<file path="src/rtl/pipe_ctrl_pkg.sv">
// Shared types and constants for the pipeline controller: FSM encoding,
// parameter defaults and counter widths.
package pipe_pkg;

    typedef enum logic [1:0] {
        INIT  = 2'd0,
        RUN   = 2'd1,
        FLUSH = 2'd2
    } state_t;

    localparam int unsigned DEF_BRANCH_PENALTY = 2;
    localparam int unsigned DEF_MEM_TIMEOUT    = 255;

    localparam int unsigned STALL_W = 32;
    localparam int unsigned FLUSH_W = 16;
    localparam int unsigned WAIT_W  = 8;
    localparam int unsigned FCNT_W  = 3;

endpackage

</file>
<file path="src/rtl/pipe_ctrl_sat_counter.sv">
// Saturating up-counter with synchronous clear; holds at all-ones instead of wrapping.
module sat_counter #(
    parameter int unsigned WIDTH = 8
) (
    input  logic             clk,
    input  logic             rst_n,
    input  logic             clr,
    input  logic             inc,
    output logic [WIDTH-1:0] count
);

    always_ff @(posedge clk or negedge rst_n) begin
        if (!rst_n) begin
            count <= '0;
        end else if (clr) begin
            count <= '0;
        end else if (inc && (count != '1)) begin
            count <= count + 1'b1;
        end
    end

endmodule

</file>
<file path="src/rtl/pipe_ctrl.sv">
// Pipeline hazard/flush/memory-wait controller: drives stage enables and NOP
// insertion, and keeps stall, flush and memory-timeout statistics.
module pipe_ctrl
    import pipe_pkg::*;
#(
    parameter int unsigned BRANCH_PENALTY = DEF_BRANCH_PENALTY,
    parameter int unsigned MEM_TIMEOUT    = DEF_MEM_TIMEOUT
) (
    input  logic               clk,
    input  logic               rst_n,
    input  logic               raw_hazard,
    input  logic               branch_taken,
    input  logic               dmem_req,
    input  logic               dmem_ready,
    output logic               pc_en,
    output logic               if_id_en,
    output logic               id_ex_en,
    output logic               ex_mem_en,
    output logic               if_id_flush,
    output logic               id_ex_bubble,
    output logic               mem_wb_bubble,
    output logic               mem_timeout,
    output logic [STALL_W-1:0] stall_cycles,
    output logic [FLUSH_W-1:0] flush_events
);

    state_t              state;
    state_t              state_nx;
    logic [FCNT_W-1:0]   fcnt;
    logic [FCNT_W-1:0]   fcnt_nx;
    logic [WAIT_W-1:0]   wcnt;
    logic                mem_stall;
    logic                branch_acc;
    logic                stall_inc;

    assign mem_stall = dmem_req & ~dmem_ready;

    always_ff @(posedge clk or negedge rst_n) begin
        if (!rst_n) begin
            state <= INIT;
            fcnt  <= '0;
        end else begin
            state <= state_nx;
            fcnt  <= fcnt_nx;
        end
    end

    // A memory stall freezes both the state and the flush countdown.
    always_comb begin
        state_nx = state;
        fcnt_nx  = fcnt;
        case (state)
            INIT: begin
                state_nx = RUN;
            end
            RUN: begin
                if (!mem_stall && branch_taken && (BRANCH_PENALTY > 1)) begin
                    state_nx = FLUSH;
                    fcnt_nx  = FCNT_W'(BRANCH_PENALTY - 1);
                end
            end
            FLUSH: begin
                if (!mem_stall) begin
                    fcnt_nx = fcnt - 1'b1;
                    if (fcnt == FCNT_W'(1)) begin
                        state_nx = RUN;
                    end
                end
            end
            default: begin
                state_nx = INIT;
                fcnt_nx  = '0;
            end
        endcase
    end

    always_comb begin
        pc_en         = 1'b1;
        if_id_en      = 1'b1;
        id_ex_en      = 1'b1;
        ex_mem_en     = 1'b1;
        if_id_flush   = 1'b0;
        id_ex_bubble  = 1'b0;
        mem_wb_bubble = 1'b0;
        branch_acc    = 1'b0;
        if ((state != RUN) && (state != FLUSH)) begin
            pc_en         = 1'b0;
            if_id_en      = 1'b0;
            id_ex_en      = 1'b0;
            ex_mem_en     = 1'b0;
            if_id_flush   = 1'b1;
            id_ex_bubble  = 1'b1;
            mem_wb_bubble = 1'b1;
        end else if (mem_stall) begin
            pc_en         = 1'b0;
            if_id_en      = 1'b0;
            id_ex_en      = 1'b0;
            ex_mem_en     = 1'b0;
            mem_wb_bubble = 1'b1;
        end else if (state == FLUSH) begin
            if_id_flush   = 1'b1;
            id_ex_bubble  = 1'b1;
        end else if (branch_taken) begin
            if_id_flush   = 1'b1;
            id_ex_bubble  = 1'b1;
            branch_acc    = 1'b1;
        end else if (raw_hazard) begin
            pc_en         = 1'b0;
            if_id_en      = 1'b0;
            id_ex_bubble  = 1'b1;
        end
    end

    assign stall_inc = ((state == RUN) || (state == FLUSH)) && !pc_en;

    sat_counter #(.WIDTH(STALL_W)) u_stall_cnt (
        .clk   (clk),
        .rst_n (rst_n),
        .clr   (1'b0),
        .inc   (stall_inc),
        .count (stall_cycles)
    );

    sat_counter #(.WIDTH(FLUSH_W)) u_flush_cnt (
        .clk   (clk),
        .rst_n (rst_n),
        .clr   (1'b0),
        .inc   (branch_acc),
        .count (flush_events)
    );

    sat_counter #(.WIDTH(WAIT_W)) u_wait_cnt (
        .clk   (clk),
        .rst_n (rst_n),
        .clr   (~mem_stall),
        .inc   (mem_stall),
        .count (wcnt)
    );

    // Set on the edge where wcnt becomes MEM_TIMEOUT so the flag appears with it.
    always_ff @(posedge clk or negedge rst_n) begin
        if (!rst_n) begin
            mem_timeout <= 1'b0;
        end else if (mem_stall && (wcnt >= WAIT_W'(MEM_TIMEOUT - 1))) begin
            mem_timeout <= 1'b1;
        end
    end

endmodule

</file>
<file path="config.mk">
export PLATFORM = sky130hd
export DESIGN_NAME = pipe_ctrl
export DESIGN_NICKNAME = d
export VERILOG_FILES = /design/src/rtl/pipe_ctrl_pkg.sv /design/src/rtl/pipe_ctrl_sat_counter.sv /design/src/rtl/pipe_ctrl.sv
export SDC_FILE = /design/constraint.sdc
export NUM_CORES = 1
export LEC_CHECK = 0
export CAP_MARGIN = 10
export CORE_ASPECT_RATIO = 0.8
export CORE_MARGIN = 2
export CORE_UTILIZATION = 24
export CTS_CLUSTER_DIAMETER = 100
export DETAILED_ROUTE_END_ITERATION = 6
export MAX_ROUTING_LAYER = met4
export PLACE_DENSITY_LB_ADDON = 0.2
export SYNTH_ARGS = -nofsm -noshare
export SYNTH_HDL_FRONTEND = slang
export SYNTH_SLANG_ARGS = --single-unit
</file>
<file path="constraint.sdc">
create_clock -name clk -period 3.57 [get_ports clk]
set_clock_uncertainty 0.15 [all_clocks]
set_input_delay 0.714 -clock clk [delete_from_list [all_inputs] [get_ports clk]]
set_output_delay 0.714 -clock clk [all_outputs]
set_load 0.1 [all_outputs]
</file>
; Word-level counts from Yosys, hierarchy flattened
; Index checks and enable logic that the tools add are counted.
; Widths: inputs -> output; s select.
[classes]
n_addsub = 4
order_cmp = 1
n_eq_ne = 12
n_mux = 30
n_bitwise = 3
reduce_logical = 13
[op_table]
columns = op, n
row1 = $add 32x1->32 const B, 1
row2 = $ne 32x32->1 const B, 1
row3 = $mux 1, 21
row4 = $add 16x1->16 const B, 1
row5 = $mux 8, 2
row6 = $ne 16x16->1 const B, 1
row7 = $pmux 3 s3, 1
row8 = $add 8x1->8 const B, 1
row9 = $ge 8x8->1 const B, 1
row10 = $ne 2x2->1 const B, 4
row11 = $ne 8x8->1 const B, 1
row12 = $logic_and 1x1->1, 7
row13 = $mux 2, 3
row14 = $mux 3, 2
row15 = $pmux 2 s3, 1
row16 = $reduce_and 3->1, 2
row17 = $ne 2x1->1 const B, 2
row18 = $eq 3x1->1 const B, 1
row19 = $sub 3x1->3 const B, 1
row20 = $eq 2x1->1 const B, 1
row21 = $eq 2x2->1 const B, 1
row22 = $logic_not 1->1, 2
row23 = $logic_not 2->1, 1
row24 = $not 1->1, 2
row25 = 2 further kinds, 2
[word_totals]
regBits = 62
inputBits = 6
out_inout_bits = 56

; Logic depth before layout (Yosys ltp)
; Gate-level depths: netlist (run 1).
[depth]
ltp_word = 8
mapped_depth = 8

; Modules after synthesis
; Synthesis (run 1) repeated with hierarchy kept, for this count alone.
[hier_totals]
cells_unflattened = 404
hier_area_um2 = 3766.1
[by_module_without_submodules]
columns = mod, instances, cells_per_inst, area_per_inst_um2
row1 = sat_counter (u_stall_cnt), 1, 198, 1854.3
row2 = sat_counter (u_flush_cnt), 1, 98, 942.2
row3 = pipe_ctrl, 1, 59, 505.5
row4 = sat_counter (u_wait_cnt), 1, 49, 464.2

; Worst setup path before layout (run 1)
; Ideal clock, no wire load.
[synth_timing]
path_type = input to output
startpoint = input port dmem_ready
endpoint = output port pc_en
arrival_ps = 3613
t_required_ps = 2706
path_slack_ps = -907
stages = 5
path_cell_list = nand2b_1 > buf_2 > nand2_1 > nor2_1 > buf_4
[synth_between]
elab_chain_cells = 4
[synth_lines]
columns = item, line
row1 = from (decl), pipe_ctrl.sv:14  ; input logic dmem_ready,
row2 = $not 1->1, pipe_ctrl.sv:36  ; assign mem_stall = dmem_req & ~dmem_ready;
row3 = $and 1x1->1, pipe_ctrl.sv:36
row4 = $mux 1 (2 in series), -
row5 = to (decl), pipe_ctrl.sv:15  ; output logic pc_en,
; Every way passes these cells.

; Worst setup path after layout (run 1)
[layout_timing]
startpoint = input port dmem_ready
endpoint = output port pc_en
[layout_between]
elab_chain_cells = 4
[layout_lines]
columns = item, line
row1 = $not 1->1, pipe_ctrl.sv:36
row2 = $and 1x1->1, pipe_ctrl.sv:36
row3 = $mux 1, pipe_ctrl.sv:94  ; end else if (mem_stall) begin
row4 = $mux 1, pipe_ctrl.sv:86  ; if ((state != RUN) && (state != FLUSH)) begin
; Every way passes these cells.

==> impl_metrics.yaml, run 1 <==
pwr:
  p_leak_nw: 1.88
  switching_share_pct: 46.2
  power_density_nw_per_um2: 791
  p_switching_mw: 1.57
  p_int_mw: 1.83
  finalPower_mw: 3.39
  pwr-share-comb_pct: 47.8
  p_seq_share_pct: 26.5
  peakVddDrop_uv: 630
  clock_power_share_pct: 25.7
placed_design:
  dp.cells: 542
  dpl-instance-area_sq_um: 3980
  pre_cts_ws_ns: 0.506
  dp_hpwl_mm: 5.76
  gp_congestion: 0.787
  port_buffers: 61
sta:
  relSlewSlack_pct: 55.6
  worst_slack_ns: 0.536
  grt_setup_unrepaired: "no"
  min_period_over_period_pct: 85.0
  fin_crit_ns: 3.03
  fmax_ghz: 0.330
  fin_setup_tns_ns: 0
  worst_slew_pin_slew_ns: 0.663
  slew_viol_final: 0
  setup_viol: 0
  hold_viol: 0
  hold_slack_ns: 0.268
setup_path:
  cp_cell_sequence: "clkdlybuf4s50_1, nand2b_1, nand2_2, nor2_4, buf_12"
  crit_type: "in -> out"
  crit_path_max_incr_delay_ns: 0.46
  rr_endpoint: "u_stall_cnt.count[1]"
  crit_path_start_kind: "input pin"
  cp-end-kind: "primary output"
  cp.arrival_ns: 2.17
  r2r_cells: 7
  path_max_fanout: 11
  crit_required_ns: 2.71
  rrSetupSlack_ns: 1.07
  worstReg2RegStart: "state[0]"
  critPathSlowestCell: "clkdlybuf4s50_1"
logic_synthesis:
  syn_area_sq_um: 3220
  syn_avg_cell_area_sq_um: 10.4
  synth_nets: 327
  synth.distinct_cells: 44
  syn_inst: 310
  synth-seq-cells: 62
  synth_edf_count: 0
  synthArstFlopShare_pct: 100
  synth_warnings: 0
  synth-main-ff-cell: "dfrtp_1"
  ys_seq_area_share_pct: 48.2
cells_and_area:
  syn_to_final_growth_pct: 33.0
  antenna_cells: 0
  nNetsFinal: 395
  final_cells: 558
  design_area_sq_um: 4280
  utilization_pct: 33.1
  final_layout_size_suffix_gt1_share_pct: 24.3
grt:
  gr-usage-met1_pct: 16.8
  grt-busiest-layer: "met1"
  antenna_found_initial: 0
  grt_remaining_overflow: 0
  grt_max_degree: 29
  grt_pass1_wl_mm: 12.7
  gr-usage-met3_pct: 3.39
  met2_usage_pct: 15.4
  grtUsageTotal_pct: 11.6
  grt_pass1_vias: 2358
drt:
  drt-initial-drc-count: 143
  dr.pass1.iters: 4
  vias_per_cell: 4.55
  post_drt_wl_per_cell_microns: 14.1
  antenna_left: 0
  vias: 2538
  drc: 0
  drt-total-wl_mm: 7.87
clock_tree:
  cts_buffers: 9
  cts-root-buf: "clkbuf_16"
  hold_buffers: 0
  post-cts-setup-buffer-count: 0
  cts_tree: "built"
  worstSkewPairLatency_ns: 0.32
  cts_resized: 0
  cts_max_path_buffers: 2
  htree_levels: 3
  cts.sinks: 62
  cts.clk_slew.worst_paths_ns: 0.05
floorplan:
  num_rows: 37
  die_area_sq_um: 14400
  core_area_sq_um: 13000
  initial_core_util_pct: 24.8
  die-height_microns: 108
  io_pins: 62
  fp.dieW_microns: 134
run:
  drv_cap: 0
run_status:
  status: "completed"
hold_path:
  hold_path_class: "in -> async"
==> per-layer routing <==
layer	vias to the layer above	share of wire, %
li1	1248	-
met1	1245	53
met2	39	42
met3	6	3.8
met4	0	1.1
met5	-	0
==> cells in the final DEF (no fill, tap or decap), drive strengths merged, types with 2 or more instances in the layout <==
master          n
dfrtp          62
buf            62
xnor2          34
nand3          24
nand4          23
nand2          23
nor2           22
xor2           12
clkbuf         12
ha             11
o21ai          10
nor3           10
and3            9
inv             8
and4            8
nand2b          5
a31oi           5
mux2            5
nor2b           4
nor4            4
clkdlybuf4s50   4
clkinv          3
and2            2
a21oi           2
o21bai          2
==> synth_stat cells, types with 2 or more instances <==
master / n / area, sq um
dfrtp_1: 62 / 1550
xnor2_1: 34 / 298
nand3_1: 24 / 120
nand2_1: 23 / 86.3
nand4_1: 23 / 144
nor2_1: 22 / 82.6
xor2_1: 12 / 105
ha_1: 11 / 138
and3_1: 9 / 56.3
inv_1: 9 / 33.8
o21ai_0: 9 / 45.0
nor3_1: 8 / 40.0
and4_1: 7 / 61.3
a31oi_1: 5 / 31.3
mux2_2: 5 / 56.3
nand2b_1: 5 / 31.3
nor2b_1: 4 / 25.0
nor4_1: 4 / 25.0
a21oi_1: 2 / 10.0
and2_1: 2 / 12.5
buf_2: 2 / 10.0
buf_4: 2 / 15.0
buf_6: 2 / 22.5
clkbuf_2: 2 / 10.0
nor3_2: 2 / 20.0
o21bai_1: 2 / 15.0
==> registers in the layout, indices dropped and copies added, names as in the netlist <==
register	cells
u_flush_cnt.count	16
fcnt	3
mem_timeout	1
u_stall_cnt.count	32
state	2
u_wait_cnt.count	8
==> worst max-delay path by stage <==
stage / slack [ns] / depth (start not counted) / start / end
3_3_place_gp: 0.52 / 5 / dmem_ready / pc_en
3_5_place_dp: 0.51 / 5 / dmem_ready / pc_en
2_1_floorplan: -0.33 / 2 / dmem_req / id_ex_bubble
4_1_cts: 0.50 / 5 / dmem_ready / pc_en
5_1_grt: 0.44 / 5 / dmem_ready / pc_en
6_report: 0.54 / 5 / dmem_ready / pc_en
==> power by group through the flow <==
stage	logic, mW	clock network [mW]	registers (mW)
6_report	1.62	0.872	0.898
5_1_grt	1.69	0.936	0.913
4_1_cts	1.63	0.903	0.899
3_5_place_dp	1.63	0	0.909
3_3_place_gp	1.62	0	0.908
2_1_floorplan	0.788	0	1.30
==> cell families (layout without fill, tap and decap cells) <==
family / after synthesis / after routing / share of synthesized area, %
XOR/XNOR: 46 / 46 / 12.5
multiplexers: 6 / 6 / 2.06
adder cells (fa/ha/maj): 11 / 11 / 4.27
flip-flops: 62 / 62 / 48.2
buffers and inverters: 18 / 91 / 2.95
AO/OA/AOI/OAI: 27 / 27 / 6.29
AND/OR/NAND/NOR: 140 / 140 / 23.7
==> worst max-delay path, delay by kind of cell <==
kind	cells	cell delay [ns]
buf+inv	2	0.65
simple gates	3	0.80
==> area by class of cell <==
cell class | count | area [sq um]
fill | 1362 | 8680
tap | 175 | 219
clock buffer | 12 | 256
clock inverter | 4 | 45.0
timing repair buffer | 66 | 591
sequential | 62 | 1550
multi-input combinational | 230 | 1580
inverter | 9 | 37.5
(Power assumes the default switching activity.)
==> run 2: changes to the inputs <==
- clock period: 3.57 -> 2.9 ns (I/O delays scaled with it)
==> run 2 against run 1 <==
Against the previous run:
- sequential share of layout area is 0.55 points lower
- utilization grew 0.51 points
- via count decreased by 0.79%
- critical path depth stayed put
- die area stayed put
- sequential power up 24%
- total power rose by 27%
- largest cell class unchanged
==> impl_metrics.yaml, run 2 (synthesized netlist as in run 1, its figures left out) <==
run:
  drv_cap: 0
floorplan:
  fp.dieW_microns: 134
  num_rows: 37
  io_pins: 62
  initial_core_util_pct: 24.8
  die-height_microns: 108
  core_area_sq_um: 13000
  die_area_sq_um: 14400
setup_path:
  cp-end-kind: "primary output"
  crit_path_start_kind: "register"
  crit_required_ns: 2.17
  crit_type: "reg -> out"
  crit_path_max_incr_delay_ns: 0.53
  critPathSlowestCell: "ha_1"
  cp_cell_sequence: "inv_1, ha_1, nand2_4, nor2_4, buf_12"
  path_max_fanout: 10
  cp.arrival_ns: 1.84
drt:
  drc: 0
  drt-total-wl_mm: 7.75
  dr.pass1.iters: 4
  antenna_left: 0
  vias_per_cell: 4.50
  post_drt_wl_per_cell_microns: 13.8
  drt-initial-drc-count: 204
  vias: 2518
clock_tree:
  cts-root-buf: "clkbuf_16"
  hold_buffers: 0
  cts_resized: 0
  cts_tree: "built"
  htree_levels: 3
  cts_max_path_buffers: 2
  post-cts-setup-buffer-count: 0
  cts.clk_slew.worst_paths_ns: 0.05
  worstSkewPairLatency_ns: 0.32
  cts.sinks: 62
  cts_buffers: 9
sta:
  relSlewSlack_pct: 59.8
  hold_viol: 0
  worst_slew_pin_slew_ns: 0.600
  min_period_over_period_pct: 88.5
  fmax_ghz: 0.390
  grt_setup_unrepaired: "no"
  slew_viol_final: 0
  fin_crit_ns: 2.57
  setup_viol: 0
  hold_slack_ns: 0.0774
pwr:
  peakVddDrop_uv: 666
  power_density_nw_per_um2: 988
  p_leak_nw: 1.91
cells_and_area:
  top_register: "u_stall_cnt.count"
  reg.largest.list: "u_stall_cnt.count: 32 flops, u_flush_cnt.count: 16 flops, u_wait_cnt.count: 8 flops"
  antenna_cells: 0
  final_cell_mix: "62 x dfrtp_1, 55 x buf_4, 34 x xnor2_1, 24 x nand3_1, 23 x nand4_1"
  nNetsFinal: 397
  utilization_pct: 33.6
  final_layout_size_suffix_gt1_share_pct: 24.7
  largest_register_ffs: 32
  layout_commonest_cell: "dfrtp_1"
  syn_to_final_growth_pct: 35.1
placed_design:
  port_buffers: 61
  dp_hpwl_mm: 5.73
  gp_congestion: 0.752
hold_path:
  hold_path_class: "in -> async"
grt:
  grtUsageTotal_pct: 11.7
  antenna_found_initial: 0
  grt_pass1_wl_mm: 12.8
  grt_remaining_overflow: 0
  grt_max_degree: 44
  grt_pass1_vias: 2389
run_status:
  status: "completed"
==> run 2: cell count changes in the layout (fill, tap and decap cells not counted), sizes merged <==
cell and delta:
clkinv -2, bufinv +1, clkbuf +1, buf +2
==> run 2: where the power goes <==
| group | internal [mW] | switching [mW] | leakage (nW) | total, mW |
|---|---|---|---|---|
| Sequential | 0.974 | 0.134 | 0.838 | 1.11 |
| Clock | 0.821 | 0.364 | 0.166 | 1.19 |
| Combinational | 0.573 | 1.43 | 0.910 | 2.01 |
==> run 2: cell type report <==
class	count	area (sq um)
timing repair buffer	68	618
sequential	62	1550
multi-input combinational	230	1590
inverter	9	37.5
fill	1334	8610
clock buffer	13	270
clock inverter	3	65.1
tap	175	219
==> run 2: path summary, 6_finish.rpt <==
check                      slack (ns)                     to  depth (start not counted)  startpoint
max reg2reg                      0.52  u_stall_cnt.count[30]                          8    state[0]
min                              0.08   u_flush_cnt.count[5]                          1       rst_n
min reg2reg                      0.34                fcnt[1]                          2     fcnt[1]
max                              0.33                  pc_en                          5    state[1]
min in group clk                 0.34                fcnt[1]                          2     fcnt[1]
max in group asynchronous        1.91    u_wait_cnt.count[4]                          2       rst_n
==> run 2: stage by stage <==
stage	setup TNS [ns]	cell area (sq um)	total power, mW	instances	setup WS [ns]
CTS	0	4350	4.35	560	0.307
global route	0	4350	4.51	560	0.190
finish	0	4350	4.30	560	0.333
global placement	0	4020	3.13	544	0.239
floorplan	-1.46	3240	2.58	310	-0.731
detailed placement	0	4020	3.14	544	0.188
==> run 2: layer usage <==
layer	wire [microns]	global-route usage (%)	vias to the layer above
met5	0	-	-
met4	152	4.10	0
li1	-	-	1261
met3	292	3.48	13
met2	3150	14.9	44
met1	4160	17.1	1200
==> run 2: worst max-delay path, delay by kind of cell (launching register included) <==
| family | cells | cell delay (ns) |
|---|---|---|
| flip-flops | 1 | 0.40 |
| buffers and inverters | 2 | 0.27 |
| AND/OR/NAND/NOR | 2 | 0.31 |
| adder cells (fa/ha/maj) | 1 | 0.53 |
==> run 3: changes to the inputs <==
- CAP_MARGIN: 10 -> 20
==> results of run 3 <==
The final DEF is identical to that of run 2; final timing and power are the same.
